<file path="src/rtl/msk_aes_share_loader_if.sv">
// msk_aes_share_loader_if
//   Bundles the upstream beat stream and the masked-core hand-off of the
//   share loader.
//   d             : number of shares per bit
//   s_valid/s_ready/s_data : upstream 32-bit beats, bit-compact shares
//                   (bit b, share j at index b*d+j)
//   busy          : loader holds beats or a pending transaction
//   core_valid_in/core_in_ready : hand-off to the masked AES core
//   sh_plaintext/sh_key : 128-bit sharings presented to the core
//   slave modport : loader side; master modport : source/core side.
interface msk_aes_share_loader_if #(
    parameter int d = 2
);
    logic               s_valid;
    logic               s_ready;
    logic [32*d-1:0]    s_data;
    logic               busy;
    logic               core_valid_in;
    logic               core_in_ready;
    logic [128*d-1:0]   sh_plaintext;
    logic [128*d-1:0]   sh_key;

    modport slave (
        input  s_valid, s_data, core_in_ready,
        output s_ready, busy, core_valid_in, sh_plaintext, sh_key
    );

    modport master (
        output s_valid, s_data, core_in_ready,
        input  s_ready, busy, core_valid_in, sh_plaintext, sh_key
    );
endinterface

</file>
<file path="src/rtl/msk_aes_share_loader.sv">
// msk_aes_share_loader
//   Input stage for the 32-bit masked AES core. Collects 4 plaintext beats
//   then 4 key beats (least-significant word first) and presents the full
//   sharings through the core's valid_in/in_ready handshake. Data paths are
//   purely share-wise (register, mux, zero); shares are never combined.
//   Ports:
//     clk      : clock, rising edge
//     rst      : asynchronous reset, active low
//     load_key : (only with MSK_LOADER_KEY_REUSE_EN) sampled on beat 0;
//                0 skips the key beats and reuses the stored key sharing
//     bus      : msk_aes_share_loader_if.slave (stream in, core out)
//   Optional feature macro: MSK_LOADER_KEY_REUSE_EN
module msk_aes_share_loader #(
    parameter int d = 2
) (
    input  logic clk,
    input  logic rst,
`ifdef MSK_LOADER_KEY_REUSE_EN
    input  logic load_key,
`endif
    msk_aes_share_loader_if.slave bus
);

    typedef enum logic [1:0] {
        LOAD_PT  = 2'd0,
        LOAD_KEY = 2'd1,
        PRESENT  = 2'd2
    } state_e;

    state_e            state;
    logic [2:0]        cnt;
    logic [128*d-1:0]  pt_q;
    logic [128*d-1:0]  key_q;
    logic              present;
`ifdef MSK_LOADER_KEY_REUSE_EN
    logic              key_flag;
`endif

    assign present = (state == PRESENT);

    // Ready is masked by reset so nothing is consumed while rst is low.
    assign bus.s_ready       = rst & ~present;
    assign bus.core_valid_in = present;
    assign bus.busy          = (state != LOAD_PT) || (cnt != 3'd0);

    // A partially loaded sharing never reaches the core.
    assign bus.sh_plaintext  = present ? pt_q  : '0;
    assign bus.sh_key        = present ? key_q : '0;

    always_ff @(posedge clk or negedge rst) begin
        if (!rst) begin
            state <= LOAD_PT;
            cnt   <= 3'd0;
            pt_q  <= '0;
            key_q <= '0;
`ifdef MSK_LOADER_KEY_REUSE_EN
            key_flag <= 1'b1;
`endif
        end else if (present) begin
            if (bus.core_in_ready) begin
                state <= LOAD_PT;
                cnt   <= 3'd0;
                pt_q  <= '0;
`ifndef MSK_LOADER_KEY_REUSE_EN
                key_q <= '0;
`endif
            end
        end else if (bus.s_valid) begin
            // Load states always have s_ready high here (rst is high).
            for (int k = 0; k < 4; k++) begin
                if (cnt[1:0] == 2'(k)) begin
                    if (!cnt[2]) pt_q[k*32*d +: 32*d]  <= bus.s_data;
                    else         key_q[k*32*d +: 32*d] <= bus.s_data;
                end
            end
            cnt <= cnt + 3'd1;  // 7 -> 0 wrap coincides with entering PRESENT
`ifdef MSK_LOADER_KEY_REUSE_EN
            if (cnt == 3'd0) key_flag <= load_key;
            if (cnt == 3'd3) begin
                if (!key_flag) begin
                    state <= PRESENT;
                    cnt   <= 3'd0;
                end else begin
                    state <= LOAD_KEY;
                end
            end
`else
            if (cnt == 3'd3) state <= LOAD_KEY;
`endif
            if (cnt == 3'd7) state <= PRESENT;
        end
    end

endmodule
</file>
<file path="src/flat_wrapper.sv">
// flat-port wrapper written by rule: the top's interface ports become plain ports
module msk_aes_share_loader_flat 
#(
    parameter int d = 2
)
  (clk, rst, bus_s_valid, bus_s_data, bus_core_in_ready, bus_s_ready, bus_busy, bus_core_valid_in, bus_sh_plaintext, bus_sh_key);
  msk_aes_share_loader_if #(.d(d)) bus_i ();
  input  logic clk;
  input  logic rst;
  input wire logic [$bits(bus_i.s_valid)-1:0] bus_s_valid;
  input wire logic [$bits(bus_i.s_data)-1:0] bus_s_data;
  input wire logic [$bits(bus_i.core_in_ready)-1:0] bus_core_in_ready;
  output wire logic [$bits(bus_i.s_ready)-1:0] bus_s_ready;
  output wire logic [$bits(bus_i.busy)-1:0] bus_busy;
  output wire logic [$bits(bus_i.core_valid_in)-1:0] bus_core_valid_in;
  output wire logic [$bits(bus_i.sh_plaintext)-1:0] bus_sh_plaintext;
  output wire logic [$bits(bus_i.sh_key)-1:0] bus_sh_key;
  assign bus_i.s_valid = bus_s_valid;
  assign bus_i.s_data = bus_s_data;
  assign bus_i.core_in_ready = bus_core_in_ready;
  assign bus_s_ready = bus_i.s_ready;
  assign bus_busy = bus_i.busy;
  assign bus_core_valid_in = bus_i.core_valid_in;
  assign bus_sh_plaintext = bus_i.sh_plaintext;
  assign bus_sh_key = bus_i.sh_key;
  msk_aes_share_loader #(.d(d)) u_core (.clk(clk), .rst(rst), .bus(bus_i));
endmodule
</file>
<file path="config.mk">
export PLATFORM = sky130hd
export DESIGN_NAME = msk_aes_share_loader_flat
export DESIGN_NICKNAME = d
export VERILOG_FILES = /design/src/rtl/msk_aes_share_loader_if.sv /design/src/rtl/msk_aes_share_loader.sv /design/src/flat_wrapper.sv
export SDC_FILE = /design/constraint.sdc
export NUM_CORES = 1
export LEC_CHECK = 0
export CAP_MARGIN = 20
export CORE_MARGIN = 5
export CORE_UTILIZATION = 46
export DETAILED_ROUTE_END_ITERATION = 16
export PLACE_DENSITY_LB_ADDON = 0.15
export SYNTH_ARGS = -nofsm -noshare
export SYNTH_HDL_FRONTEND = slang
export SYNTH_SLANG_ARGS = --single-unit
</file>
<file path="constraint.sdc">
create_clock -name clk -period 1.4 [get_ports clk]
set_input_delay 0.21 -clock clk [delete_from_list [all_inputs] [get_ports clk]]
set_output_delay 0.21 -clock clk [all_outputs]
set_load 0.01 [all_outputs]
</file>
# After elaboration in Yosys (flattened, before gate mapping)
# Cells that the tools add are included.
dict set report totals {
  mem_count 0
  mem_bits_rw 0
  output_inout_bits 515
  mem_bits_ro 0
  in_bits 68
  regBits 517
  elab_cells 67
  latchBits 0
}
dict set report classes {
  order_cmp 0
  n_reduce_logical 21
  n_bitwise 2
  n_div 0
  n_eq_ne 8
  shifts 0
  addsub 1
  mul 0
  muxes 25
}
# op count
set op_table {}
lappend op_table {{$mux W256} 7}
lappend op_table {{$mux W64} 10}
lappend op_table {{$reduce_and A4 Y1} 8}
lappend op_table {{$reduce_bool A2 Y1} 7}
lappend op_table {{$mux W2} 5}
lappend op_table {{$mux W3} 3}
lappend op_table {{$eq A2 B2 Y1 const B} 3}
lappend op_table {{$reduce_bool A3 Y1} 2}
lappend op_table {{$ne A2 B2 Y1 const B} 2}
lappend op_table {{$add A3 B1 Y3 const B} 1}
lappend op_table {{$eq A3 B2 Y1 const B} 1}
lappend op_table {{$eq A3 B3 Y1 const B} 1}
lappend op_table {{$reduce_and A3 Y1} 1}
lappend op_table {{$eq A2 B1 Y1 const B} 1}
lappend op_table {{$logic_not A2 Y1} 1}
lappend op_table {{$reduce_and A2 Y1} 1}
lappend op_table {{$and A1 B1 Y1} 1}
lappend op_table {{$logic_or A1 B1 Y1} 1}
lappend op_table {{$not A1 Y1} 1}

# Depth between registers and ports, before layout
dict set report logic_depth {
  word_depth 5
  ltp_mapped 7
}

# Least setup slack after synthesis
# OpenSTA, ideal clock, no wires.
dict set report synth_path {
  kind {flip-flop to output port}
  from {register u_core.state[0]}
  to {output bus_sh_key[0]}
  setup_slack_ns -0.129
  arrival_time_ns 1.319
  t_required_ns 1.190
  path_buffers 3
  stages_incl_launch_ff 7
  path_cell_list {dfrtp_1 > nand2b_1 > buf_4 > inv_2 > buf_2 > clkbuf_1 > and2_1}
}
dict set report synth_between {
  elab_chain_len 2
}
# item line_no
set synth_lines {}
lappend synth_lines {{from (decl)} msk_aes_share_loader.sv:30} ;# state_e state;
lappend synth_lines {{from (signal assigned)} msk_aes_share_loader.sv:52} ;# state <= LOAD_PT;
lappend synth_lines {{from (signal assigned)} msk_aes_share_loader.sv:61} ;# state <= LOAD_PT;
lappend synth_lines {{from (signal assigned)} msk_aes_share_loader.sv:88} ;# if (cnt == 3'd3) state <= LOAD_KEY;
lappend synth_lines {{$eq A2 B2 Y1} msk_aes_share_loader.sv:39} ;# assign present = (state == PRESENT);
lappend synth_lines {{$mux W256} msk_aes_share_loader.sv:48} ;# assign bus.sh_key = present ? key_q : '0;
lappend synth_lines {{to (decl)} flat_wrapper.sv:17} ;# output wire logic [$bits(bus_i.sh_key)-1:0] bus_sh_key;
# No other way between the ends.

# Final worst setup path
dict set report layout_path {
  from {register u_core.state[0]}
  to {output bus_sh_key[169]}
}
# Same word-level chain as after synthesis.

==> summary.md <==
| Metric | Value |
|---|---|
| Status | `finished with violations` |
| Violated checks | `negative setup slack` |
| Element type at the critical path end | `output pin` |
| Layout Skew | `0.00873 ns` |
| First-pass GRT wire length | `125000 um` |
| Synth warn | `0` |
| Critical Path Start Type | `flop` |
| GRT Total Usage | `0.270` |
| Netlist cell types | `26` |
| Synth Net Count | `2402` |
| Clock buffer depth | `3` |
| Wl on met1 | `36000 um` |
| CTS tree | `yes` |
| R2R Path End | `u_core.key_q[250]` |
| PwrDens | `1720 mW/mm2` |
| Die width | `242 um` |
| Top cells by area, synth | `dfrtp_1 52%, mux2i_1 21%, and2_1 13%` |
| WS Path Type | `reg -> out` |
| R2R Path Start | `u_core.state[0]` |
| Worst-Margin Slew | `0.800 ns` |
| Area grow syn2layout | `42.3%` |
| Tmin final | `2.32 ns` |
| Post-DP HPWL | `58800 um` |
| Yosys reg bits | `517` |
| Commonest cells after routing, fill and taps aside | `578 x nand2_1, 517 x dfrtp_1, 512 x mux2i_1` |
| H-tree depth | `2` |
| Yosys top cell by area | `dfrtp_1` |
| Via count | `19800` |
| Sequential cell area fraction in the yosys report | `0.523` |
| Total gr overflow | `0` |
| Max IR drop VDD | `0.911 mV` |
| Fin area | `0.0352 mm2` |
| Drt total wl | `85500 um` |
| Avg Inst Size Synth | `10.6 um2` |
| Max Cap Viol | `0` |
| Antenna Nets Post-Route | `0` |
| Via density | `5.23` |
| Core Box Area | `0.0536 mm2` |
| Vias in the first global route | `20300` |
| Clock latency at the later pin of the worst-skew pair | `0.59 ns` |
| Wire length on met3 | `5030 um` |
| Hold Crit Class | `in -> async` |
| Nets | `3120` |
| Die H | `242 um` |
| Filler cells | `4206` |
| Tcrit/Tclk final | `1.66` |
| Num Clock Sinks | `517` |
| Largest net degree at the start of global routing | `136` |
| Post-Layout Cell Count | `3781` |
| Die area | `0.0585 mm2` |
| Router iterations before antenna repair | `5` |
| Clock Pin Slew Worst Setup and Hold Paths | `0.06 ns` |
| Top-area cell type share of the netlist area | `0.523` |
| WP data arrival | `2.11 ns` |
| Commonest non-fill, non-tap cell in the layout | `nand2_1` |
| Setup crit end | `bus_sh_key[169]` |
| Fin. max-slew vios | `0` |
| Placed Area | `0.0327 mm2` |
| Cell count after synthesis | `2329` |
| Final hold violations | `0` |
| Total CTS buffers | `55` |
| Final setup vio count | `1030` |
| Antenna Cells | `0` |
| Num rows | `85` |
| DRC viols | `0` |
| Starting density of the core | `0.462` |
| Final setup margin | `-0.918 ns` |
| Unrepaired setup endpoints after global routing | `yes` |
| F_max | `431 MHz` |
| Starting DRC count in detailed routing | `1416` |
| Worst relative slew slack | `0.467` |
| IO Port Bufs | `582` |
| Top Metal Used | `met5` |
| Clock root cell | `clkbuf_16` |
| Wire per inst | `22.6 um` |
| Num ports | `583` |
| Req. time, crit path | `1.19 ns` |
| Crit. Startpoint | `u_core.state[0]` |
| Initial antenna violation count | `2` |
| Cell area after synthesis | `0.0247 mm2` |
| DP Cell Count | `3631` |
| Worst Path Max Fanout | `16` |
| Met2 Routed Length | `41800 um` |
| Hold Slack | `0.285 ns` |
| Leakage power | `0.0237 uW` |
| R2R depth | `6` |
| Share of layout cells above drive strength 1 | `0.232` |
| R2R Setup Slk | `-0.59 ns` |
| GP Congestion | `0.889` |
## logic make-up (layout without fill, tap and decap cells)
logic type	Yosys count	after routing	synth area share
and+or+nand+nor	1107	1107	0.222
DFF	517	517	0.523
muxes	512	512	0.207
buffers and inverters	182	938	0.0435
AOI/OAI and AO/OA	6	6	0.00197
adders and majority gates	5	5	0.00253
## synthesized netlist by cell type
| cell | count |
|---|---|
| a21bo_2 | 1 |
| a21oi_1 | 1 |
| a31oi_1 | 1 |
| a32o_1 | 2 |
| and2_1 | 513 |
| and3b_1 | 1 |
| buf_2 | 36 |
| buf_4 | 27 |
| buf_6 | 33 |
| clkbuf_1 | 83 |
| dfrtp_1 | 517 |
| ha_1 | 5 |
| inv_1 | 2 |
| inv_2 | 1 |
| mux2i_1 | 512 |
| nand2_1 | 578 |
| nand2b_1 | 1 |
| nand3_1 | 2 |
| nand3_2 | 3 |
| nand3b_1 | 1 |
| nand4_1 | 4 |
| nand4b_1 | 1 |
| nor2_1 | 1 |
| nor2b_1 | 1 |
| o21a_1 | 1 |
| or4b_2 | 1 |
## area by class of cell
class                      count  area (um2)  area share
clock buffer                  79        1600      0.0454
clock inverter                16         148     0.00419
inverter                       3        23.8    0.000675
multi-input combinational   1630       11000       0.311
sequential                   517       12900       0.367
tap                          696         871      0.0247
timing repair buffer         839        8670       0.246
timing repair inverter         1        16.3    0.000462
## layer usage
metal / track usage / vias up
met3: 0.0515 / 131
li1: - / 8928
met5: 0 / -
met1: 0.358 / 10000
met2: 0.449 / 694
met4: 0.0921 / 2
## worst max-delay path: stages (launching register included)
cell	delay, ns
dfrtp_1	0.38
nand2b_4	0.24
inv_12	0.11
buf_4	0.12
buf_12	0.14
clkbuf_16	0.15
and2_1	0.15
dlymetal6s2s_1	0.21
## what timing repair did
action,CTS,global route
gates resized for setup,126,1030
pin swaps,1,21
hold buffers,1,0
endpoints found under the hold margin,128,0
cloned,1,29
setup endpoints to repair,1030,1192
setup buffers,1,24
## how the worst min path moves through the flow
stage	slack, ns	cells after the start	start	end
final	0.29	3	rst	u_core.key_q[255]
after global routing	0.30	3	rst	u_core.pt_q[121]
after CTS	0.26	3	rst	u_core.key_q[255]
after detailed placement	0.17	2	rst	u_core.key_q[255]
after global placement	0.17	2	rst	u_core.key_q[255]
after floorplan	-0.09	0	rst	u_core.cnt[0]
## power by group
group	internal, uW	total [uW]	switching [uW]
sequential	18200	20300	2080
clock	8260	14300	6000
combinational	12300	26000	13700
## through the flow
stage / setup slack [ns] / util / total power [uW] / setup TNS (ns)
finish: -0.918 / 0.657 / 60600 / -578.04
global route: -0.985 / 0.657 / 63400 / -662.02
CTS: -1.23 / 0.645 / 57200 / -783.28
detailed placement: -0.636 / 0.610 / 42500 / -444.77
global placement: -0.641 / 0.610 / 41900 / -427.72
floorplan: -0.0813 / - / 31000 / -42.15
## registers in the layout, summed over array words and instances (netlist names)
register	flops
u_core.key_q	256
u_core.pt_q	256
u_core.cnt	3
u_core.state	2
No activity file was read; power rests on OpenSTA's default activity.
